$ cat config.mk
export PLATFORM = sky130hd
export DESIGN_NAME = reg_dump_uart
export DESIGN_NICKNAME = d
export VERILOG_FILES = /design/src/rtl/reg_dump_uart.sv
export SDC_FILE = /design/constraint.sdc
export NUM_CORES = 1
export LEC_CHECK = 0
export CORE_MARGIN = 3
export CORE_UTILIZATION = 25
export CTS_CLUSTER_DIAMETER = 60
export CTS_CLUSTER_SIZE = 10
export DETAILED_ROUTE_END_ITERATION = 7
export PLACE_DENSITY = 0.48
export SLEW_MARGIN = 20
export SYNTH_ARGS = -nofsm -noshare
export SYNTH_HDL_FRONTEND = slang
export SYNTH_SLANG_ARGS = --single-unit
$ cat constraint.sdc
create_clock -name clk -period 3.2 [get_ports clk]
set_input_delay 0.64 -clock clk [delete_from_list [all_inputs] [get_ports clk]]
set_output_delay 0.64 -clock clk [all_outputs]
set_load 0.02 [all_outputs]
$ cat src/rtl/reg_dump_uart.sv
// reg_dump_uart: snapshots the fetch PC and R0-R15 through the register-file
// debug port and streams them as uppercase ASCII hex over an 8N1 UART line.
module reg_dump_uart #(
    parameter int CLKS_PER_BIT = 868
) (
    input  logic        clk,
    input  logic        reset,
    input  logic        start,
    input  logic [31:0] fetchPC,
    input  logic [31:0] debug_reg_out,
    output logic [3:0]  debug_reg_select,
    output logic        tx,
    output logic        busy,
    output logic        done
);

    localparam int BAUD_W = $clog2(CLKS_PER_BIT);
    localparam logic [BAUD_W-1:0] BAUD_LAST  = BAUD_W'(CLKS_PER_BIT - 1);
    localparam logic [BAUD_W-1:0] BAUD_EARLY = BAUD_W'(CLKS_PER_BIT - 2);
    localparam logic [BAUD_W-1:0] BAUD_ONE   = BAUD_W'(1);

    typedef enum logic [2:0] {
        S_IDLE   = 3'd0,
        S_SELECT = 3'd1,
        S_LATCH  = 3'd2,
        S_SEND   = 3'd3,
        S_TX     = 3'd4
    } state_t;

    state_t              state_r;
    state_t              next_state_s;
    logic [BAUD_W-1:0]   baud_cnt_r;
    logic [3:0]          bit_cnt_r;
    logic [3:0]          char_idx_r;
    logic [4:0]          reg_cnt_r;
    logic [31:0]         word_r;
    logic [8:0]          shift_r;

    logic                last_word_s;
    logic [3:0]          char_count_s;
    logic                chars_left_s;
    logic                bit_end_s;
    logic                stop_early_s;
    logic                finish_s;
    logic [31:0]         word_shifted_s;
    logic [7:0]          next_byte_s;

    function automatic logic [7:0] hex_ascii(input logic [3:0] nib);
        if (nib < 4'd10) begin
            return 8'h30 + {4'h0, nib};
        end else begin
            return 8'h37 + {4'h0, nib};
        end
    endfunction

    // Word/character bookkeeping and selection of the next byte to send.
    always_comb begin
        last_word_s    = (reg_cnt_r == 5'd16);
        char_count_s   = last_word_s ? 4'd10 : 4'd9;
        chars_left_s   = (char_idx_r < char_count_s);
        bit_end_s      = (baud_cnt_r == BAUD_LAST);
        stop_early_s   = (bit_cnt_r == 4'd9) && (baud_cnt_r == BAUD_EARLY);
        finish_s       = (state_r == S_TX) && (bit_cnt_r == 4'd9) && bit_end_s;
        word_shifted_s = word_r << {char_idx_r[2:0], 2'b00};
        next_byte_s    = 8'h20;
        case (char_idx_r)
            4'd8:    next_byte_s = last_word_s ? 8'h0D : 8'h20;
            4'd9:    next_byte_s = 8'h0A;
            default: begin
                if (char_idx_r < 4'd8) begin
                    next_byte_s = hex_ascii(word_shifted_s[31:28]);
                end else begin
                    next_byte_s = 8'h20;
                end
            end
        endcase
    end

    // Next-state logic; leaving TX one cycle before the stop bit ends lets
    // SEND/SELECT overlap the final stop-bit cycle.
    always_comb begin
        next_state_s = state_r;
        case (state_r)
            S_IDLE: begin
                if (start) begin
                    next_state_s = S_SEND;
                end else begin
                    next_state_s = S_IDLE;
                end
            end
            S_SELECT: next_state_s = S_LATCH;
            S_LATCH:  next_state_s = S_SEND;
            S_SEND:   next_state_s = S_TX;
            S_TX: begin
                if (stop_early_s && chars_left_s) begin
                    next_state_s = S_SEND;
                end else if (stop_early_s && !last_word_s) begin
                    next_state_s = S_SELECT;
                end else if (finish_s) begin
                    next_state_s = S_IDLE;
                end else begin
                    next_state_s = S_TX;
                end
            end
            default: next_state_s = S_IDLE;
        endcase
    end

    // State register.
    always_ff @(posedge clk) begin
        if (reset) begin
            state_r <= S_IDLE;
        end else begin
            state_r <= next_state_s;
        end
    end

    // Datapath: snapshot, register stepping, UART shifter and status outputs.
    always_ff @(posedge clk) begin
        if (reset) begin
            baud_cnt_r       <= '0;
            bit_cnt_r        <= 4'd0;
            char_idx_r       <= 4'd0;
            reg_cnt_r        <= 5'd0;
            word_r           <= 32'h0;
            shift_r          <= 9'h1FF;
            debug_reg_select <= 4'd0;
            tx               <= 1'b1;
            busy             <= 1'b0;
            done             <= 1'b0;
        end else begin
            done <= 1'b0;
            case (state_r)
                S_IDLE: begin
                    tx <= 1'b1;
                    if (start) begin
                        word_r     <= fetchPC;
                        char_idx_r <= 4'd0;
                        reg_cnt_r  <= 5'd0;
                        busy       <= 1'b1;
                    end else begin
                        busy <= 1'b0;
                    end
                end
                S_SELECT: begin
                    debug_reg_select <= reg_cnt_r[3:0];
                end
                S_LATCH: begin
                    word_r     <= debug_reg_out;
                    reg_cnt_r  <= reg_cnt_r + 5'd1;
                    char_idx_r <= 4'd0;
                end
                S_SEND: begin
                    shift_r    <= {1'b1, next_byte_s};
                    tx         <= 1'b0;
                    baud_cnt_r <= '0;
                    bit_cnt_r  <= 4'd0;
                    char_idx_r <= char_idx_r + 4'd1;
                end
                S_TX: begin
                    if (finish_s) begin
                        busy <= 1'b0;
                        done <= 1'b1;
                    end else if (bit_end_s) begin
                        baud_cnt_r <= '0;
                        bit_cnt_r  <= bit_cnt_r + 4'd1;
                        tx         <= shift_r[0];
                        shift_r    <= {1'b1, shift_r[8:1]};
                    end else begin
                        baud_cnt_r <= baud_cnt_r + BAUD_ONE;
                    end
                end
                default: begin
                    tx   <= 1'b1;
                    busy <= 1'b0;
                end
            endcase
        end
    end

endmodule

==> metrics.md, run 1 <==
| Metric | Value |
|---|---|
| Status | complete, no violations |
| WP data required | 3430 ps |
| WL met1 | ~4700 um |
| Fin nets | 587 |
| Primary FF master, synth | dfxtp_1 |
| WP data arrival | 2760 ps |
| Post-CTS Resized | 0 |
| Core ar. | 0.0141 mm2 |
| Gate Count Post-Synth | 439 |
| Flop2flop setup slack | approximately 670 ps |
| #FFs+latches synth | 73 |
| Crit Path Category | flop to flop |
| Critical path fanouts, max | 8 |
| GP Congestion | 0.784 |
| Synth cell types | 60 |
| DR pass1 iterations | 4 |
| RSZ-0062 raised after global routing | no |
| Clk_lat worst skew | 340 ps |
| H-Tree Depth | 3 |
| Final WL | 9890 um |
| Layout area overhead | 32.7% |
| Final worst-path cycle share | 0.791 |
| Hold Path Class | flop to flop |
| Met2 routed WL | roughly 4600 um |
| Slew Limit Fails | 0 |
| Slew @ Worst Pin | 840 ps |
| Antenna fix cells | 0 |
| Power Dens Cells | 521 mW/mm2 |
| Clock buffer depth | 2 |
| Clk pin slew, worst setup/hold paths | 60 ps |
| Area of placed instances | 0.00460 mm2 |
| Layout Utilization | 0.345 |
| Crit path max-delay family | multiplexers |
| Core Rows | 43 |
| IO Port Bufs | between 70 and 80 |
| Leakage power | 1.74 nW |
| Die W | 127 um |
| Critical path buffers and inverters | 1 |
| YS warnings | 0 |
| CTS sink cnt | 73 |
| Largest net degree at the start of global routing | 48 |
| Startpoint Class | flop |
| Sequential fraction of the synthesis area | 0.397 |
| Initial antenna violation count | 0 |
| Max Fclk | between 300 and 400 MHz |
| Cts bufs inserted | 9 |
| Root buffer cell | clkbuf_16 |
| Post-Syn Area | around 0.0037 mm2 |
| Max incr delay on CP | 640 ps |
| Average cell area after synthesis | 8.39 um2 |
| Max-cap viol count | 0 |
| Detail Route Antenna Nets | 0 |
| Worst rel slew slack | 0.440 |
| Final Hold Viols | 0 |
| Setup TNS Final | 0 ps |
| Layout cell share with drive strength beyond 1 | 0.0742 |
| WL per Instance | 14.3 um |
| Synth async-reset ratio | 0 |
| Area of the multi-input gates | 0.00207 mm2 |
| Worst clock skew | between 7 and 8 ps |
| Hpwl dp | between 7000 and 8000 um |
| Post-DR vias/cell | 4.84 |
| Number of synthesized flops with an enable pin | 0 |
| DRC Markers | 0 |
| Met3 WL post-DR | 428 um |
| Initial drt markers | roughly 170 |
| Register area | 0.00146 mm2 |
| DIE HEIGHT | 127 um |
| Total gr overflow | 0 |
| Fillers | 1500 |
| Global Route Usage Sum | 0.125 |
| Finish-stage setup viols | 0 |
| Net Count, Synth | ~520 |
| Vias | 3352 |
| Worst Slack Setup Final | 667 ps |
| Die Area | 0.0162 mm2 |
| CTS tree | built |
| Peak VDD IR | 0.000247 V |
| Vias in the first global route | 3304 |
| First-pass GRT wire length | 16300 um |
| Initial Util | 0.260 |
| Fin crit period | roughly 2500 ps |
| CTS Hold Bufs | 0 |
| # IOs | 74 |
| CP cell instances | mux4_1 -> mux2i_2 -> ha_1 -> inv_1 -> o21ba_1 -> a21oi_1 -> o21bai_1 -> a221o_1 |
| Highest metal used | met4 |
| CP max stage cell | mux4_1 |
| Finished Cell Area | 0.00489 mm2 |
| Endpoint class of the critical path | flop |
| Post-CTS setup buffer count | 0 |
| Pre-CTS WS | 670 ps |
## state kept, by name (all words and copies together), names as in the netlist
name and cells:
baud_cnt_r 10, bit_cnt_r 4, busy 1, char_idx_r 4, debug_reg_select 4, done 1, reg_cnt_r 5, shift_r 8
state_r 3, tx 1, word_r 32
## cell families (layout without fill, tap and decap cells)
| logic type | after synthesis | after routing | share of synthesized area |
|---|---|---|---|
| and+or+nand+nor | 187 | 187 | 0.243 |
| buffers and inverters | 37 | 110 | 0.0425 |
| xor gates and xnor gates | 7 | 7 | 0.0166 |
| AOI/OAI and AO/OA | 108 | 108 | 0.182 |
| DFF | 73 | 73 | 0.397 |
| adders and majority gates | 11 | 11 | 0.0374 |
| muxes | 16 | 16 | 0.0825 |
## cells in the mapped netlist, types with 5 or more instances
library cell,number,area [um2]
nand2b_1,6,37.5
dfxtp_1,73,1460
inv_1,13,48.8
a21oi_1,26,130
o21ai_0,22,110
nor3_1,37,185
nand2_1,29,109
clkbuf_1,18,67.6
ha_1,11,138
a311oi_1,8,70.1
o22ai_1,26,163
nand3_1,13,65.1
mux2i_1,5,50.1
nor2_1,72,270
## layout make-up
| cell class | count | area share |
|---|---|---|
| Sequential cell | 73 | 0.299 |
| Inverter | 13 | 0.00998 |
| Clock inverter | 3 | 0.00870 |
| Timing Repair Buffer | 83 | 0.164 |
| Tap cell | 180 | 0.0461 |
| Multi-Input combinational cell | 329 | 0.423 |
| Clock buffer | 11 | 0.0497 |
## routing by layer
metal,track usage,vias up
li1,-,1734
met1,0.165,1534
met2,0.199,70
met3,0.0263,14
met4,0.0536,0
met5,0,-
## tightest hold or removal path: cells and delay by family (launching register included)
family           cells  cell delay [ps]
flip-flops           1              310
AND/OR/NAND/NOR      1               60
AO/OA/AOI/OAI        1               50
## final timing paths
path	cells past startpoint	to	startpoint
hold reg to reg	2	reg_cnt_r[4]	reg_cnt_r[4]
setup reg to reg	8	shift_r[2]	char_idx_r[2]
setup / recovery	8	shift_r[2]	char_idx_r[2]
hold / removal	2	reg_cnt_r[4]	reg_cnt_r[4]
## layout by cell type, fill, tap and decap left out, drive strengths merged, types with 3 or more instances in the layout
cell / netlist / routed
nand4: 4 / 4
mux4: 8 / 8
inv: 13 / 13
xnor2: 4 / 4
o21ai: 26 / 26
nand2b: 6 / 6
nand2: 29 / 29
nor2: 72 / 72
clkbuf: 18 / 11
o22ai: 26 / 26
o21bai: 3 / 3
ha: 11 / 11
mux2i: 8 / 8
a21oi: 27 / 27
clkdlybuf4s50: 0 / 72
or3: 4 / 4
nand3: 13 / 13
dfxtp: 73 / 73
xor2: 3 / 3
nor3: 37 / 37
a311oi: 8 / 8
buf: 6 / 11
nor2b: 3 / 3
nor3b: 3 / 3
## per-stage QoR
stage	instances	power [mW]	hold WS [ps]
floorplan	439	1.38	437
global placement	678	1.58	458
detailed placement	678	1.58	468
CTS	692	2.58	475
global route	692	2.68	508
finish	692	2.55	471
## power breakdown
group          internal, mW  switching (mW)  leakage [nW]  total, mW
registers             0.993          0.0583         0.598       1.05
clock network         0.615           0.377         0.137      0.991
logic                 0.240           0.265          1.00      0.505
Note: power is estimated with default switching activity, not from simulation.
==> run 2: changes to the inputs <==
- PLACE_DENSITY: 0.48 -> 0.49
- clock period: 3.2 -> 2.1 ns (I/O delays scaled with it)
==> run 2 against run 1 <==
Net effect:
- the flow now finishes with violations (negative setup slack)
- cell count up 5.3%
- core utilization up 2.6 points
- routed wire length up 3.5%
- critical path depth down 1
- combinational power up 74%
- via count up 4.4%
- critical path type unchanged
- critical endpoint unchanged
- largest cell class unchanged
==> metrics.md, run 2 (synthesis results as in run 1) <==
| Metric | Value |
|---|---|
| H-Tree Depth | 3 (unchanged) |
| # IOs | 74 (unchanged) |
| CP cell instances | buf_4 -> mux4_2 -> mux2i_4 -> o21ba_1 -> a21oi_2 -> o21bai_1 -> a221o_1 |
| Core Rows | 43 (unchanged) |
| Slew Limit Fails | 0 (unchanged) |
| Die Area | 0.0162 mm2 (unchanged) |
| Layout area overhead | 42.8% |
| Root buffer cell | clkbuf_16 |
| First-pass GRT wire length | 17100 um (+4.5%) |
| Endpoint class of the critical path | flop |
| Layout Utilization | 0.372 (+0.0264) |
| CP max stage cell | mux4_2 |
| Status | complete, but fails checks |
| Final worst-path cycle share | 1.01 (+0.215) |
| Max incr delay on CP | 560 ps (-80 ps) |
| Flop2flop setup slack | -10 ps (-680 ps) |
| Largest Register | word_r |
| Layout cell share with drive strength beyond 1 | 0.155 (+0.0806) |
| Vias | 3500 (+4.4%) |
| Most frequent cells in the layout | 72 x nor2_1, 72 x clkdlybuf4s50_1, 71 x dfxtp_1, 41 x buf_4, 37 x nor3_1 |
| Clk_lat worst skew | 340 ps (about the same) |
| Failing checks | negative setup slack |
| Clock buffer depth | 2 (unchanged) |
| WP data arrival | 2340 ps (-420 ps) |
| WL per Instance | 14.0 um (-1.8%) |
| RSZ-0062 raised after global routing | yes |
| CTS Hold Bufs | 0 (unchanged) |
| Crit path max-delay family | multiplexers |
| Fin crit period | 2110 ps (-420 ps) |
| Final Hold Viols | 0 (unchanged) |
| Peak VDD IR | 0.000406 V (+64%) |
| Vias in the first global route | 3490 (+5.6%) |
| Critical path buffers and inverters | 1 (unchanged) |
| Hpwl dp | 7670 um (+4.9%) |
| Max reg flops | 32 (unchanged) |
| Clk pin slew, worst setup/hold paths | 60 ps (about the same) |
| Total gr overflow | 0 (unchanged) |
| GP Congestion | 0.803 (+2.5%) |
| CTS tree | built |
| Antenna fix cells | 0 (unchanged) |
| Die W | 127 um (unchanged) |
| Initial Util | 0.260 (unchanged) |
| Initial antenna violation count | 0 (unchanged) |
| Crit Path Category | flop to flop |
| Startpoint Class | flop |
| Power Dens Cells | 786 mW/mm2 (+51%) |
| Final WL | 10200 um (+3.5%) |
| DR pass1 iterations | 4 (unchanged) |
| Register area | 0.00147 mm2 (+0.51%) |
| Area of the multi-input gates | 0.00209 mm2 (+1.3%) |
| Finish-stage setup viols | 1 (+1) |
| CTS sink cnt | 73 (unchanged) |
| Pre-CTS WS | -50.3 ps (-720 ps) |
| Final non-filler cell total | 729 (+5.3%) |
| Critical path fanouts, max | 10 (+2) |
| Worst rel slew slack | 0.739 (+0.300) |
| Final hold slack | 396 ps (-74.5 ps) |
| Post-DR vias/cell | 4.80 (-0.88%) |
| Max-cap viol count | 0 (unchanged) |
| Max Fclk | 473 MHz (+20%) |
| Leakage power | 1.95 nW (+12%) |
| Core ar. | 0.0141 mm2 (unchanged) |
| Cts bufs inserted | 9 (unchanged) |
| Fin nets | 622 (+6.0%) |
| Worst Slack Setup Final | -13.0 ps (-680 ps) |
| Worst clock skew | 6.45 ps (-0.856 ps) |
| Slew @ Worst Pin | 388 ps (-452 ps) |
| Fillers | 1451 (-3.3%) |
| DIE HEIGHT | 127 um (unchanged) |
| Finished Cell Area | 0.00526 mm2 (+7.7%) |
| Global Route Usage Sum | 0.129 (+0.00383) |
| WP data required | 2320 ps (-1110 ps) |
| Initial drt markers | 185 (+11%) |
| IO Port Bufs | 73 (unchanged) |
| Area of placed instances | 0.00490 mm2 (+6.4%) |
| Post-placement cell count | 711 (+4.9%) |
| Top Registers | word_r (32), baud_cnt_r (10), shift_r (8) |
| DRC Markers | 0 (unchanged) |
| Hold Path Class | input pin to flop |
| Detail Route Antenna Nets | 0 (unchanged) |
| Largest net degree at the start of global routing | 62 (+29%) |
==> run 2: cell types whose count changed in the layout (fill, tap and decap cells not counted), moves of 2 or more <==
cell,change
buf_4,+31
buf_12,+3
a21oi_1,-2
a21oi_2,+2
clkinv_4,+2
dfxtp_1,-2
dfxtp_4,+2
mux4_1,-2
mux4_2,+2
==> run 2: metal layers <==
layer / global-route usage / up-vias / wire length (um)
met5: 0 / - / 0
met4: 0.0479 / 0 / 148
met3: 0.0180 / 10 / 327
met2: 0.220 / 55 / 4960
met1: 0.166 / 1621 / 4800
li1: - / 1814 / -
==> run 2: worst paths after layout <==
kind,end,depth (start not counted),startpoint
worst max-delay path,shift_r[2],7,char_idx_r[2]
worst max register to register,shift_r[2],7,char_idx_r[2]
worst min register to register,busy,2,busy
worst min-delay path,baud_cnt_r[9],2,reset
==> run 2: layout make-up <==
type	count	area share
multi-input combinational	329	0.398
sequential	73	0.279
timing repair buffer	118	0.210
clock buffer	10	0.0435
tap	180	0.0428
clock inverter	6	0.0174
inverter	13	0.00927
==> run 2: timing repair <==
action	4_1_cts	5_1_grt
endpoints found under the setup margin	1	16
cloned	0	0
buffers inserted	1	1
pin swaps	0	3
resized for setup	3	8
==> run 2: power breakdown <==
| part | internal (mW) | switching (mW) |
|---|---|---|
| registers | 1.51 | 0.0813 |
| logic | 0.445 | 0.433 |
| clock network | 1.05 | 0.618 |
==> run 2: metrics by stage <==
stage	total power [mW]	TNS, ps
2_1_floorplan	2.11	-48.1
3_3_place_gp	2.49	-17.0
3_5_place_dp	2.49	-50.3
4_1_cts	4.17	-11.8
5_1_grt	4.34	-411
6_report	4.14	-13.0
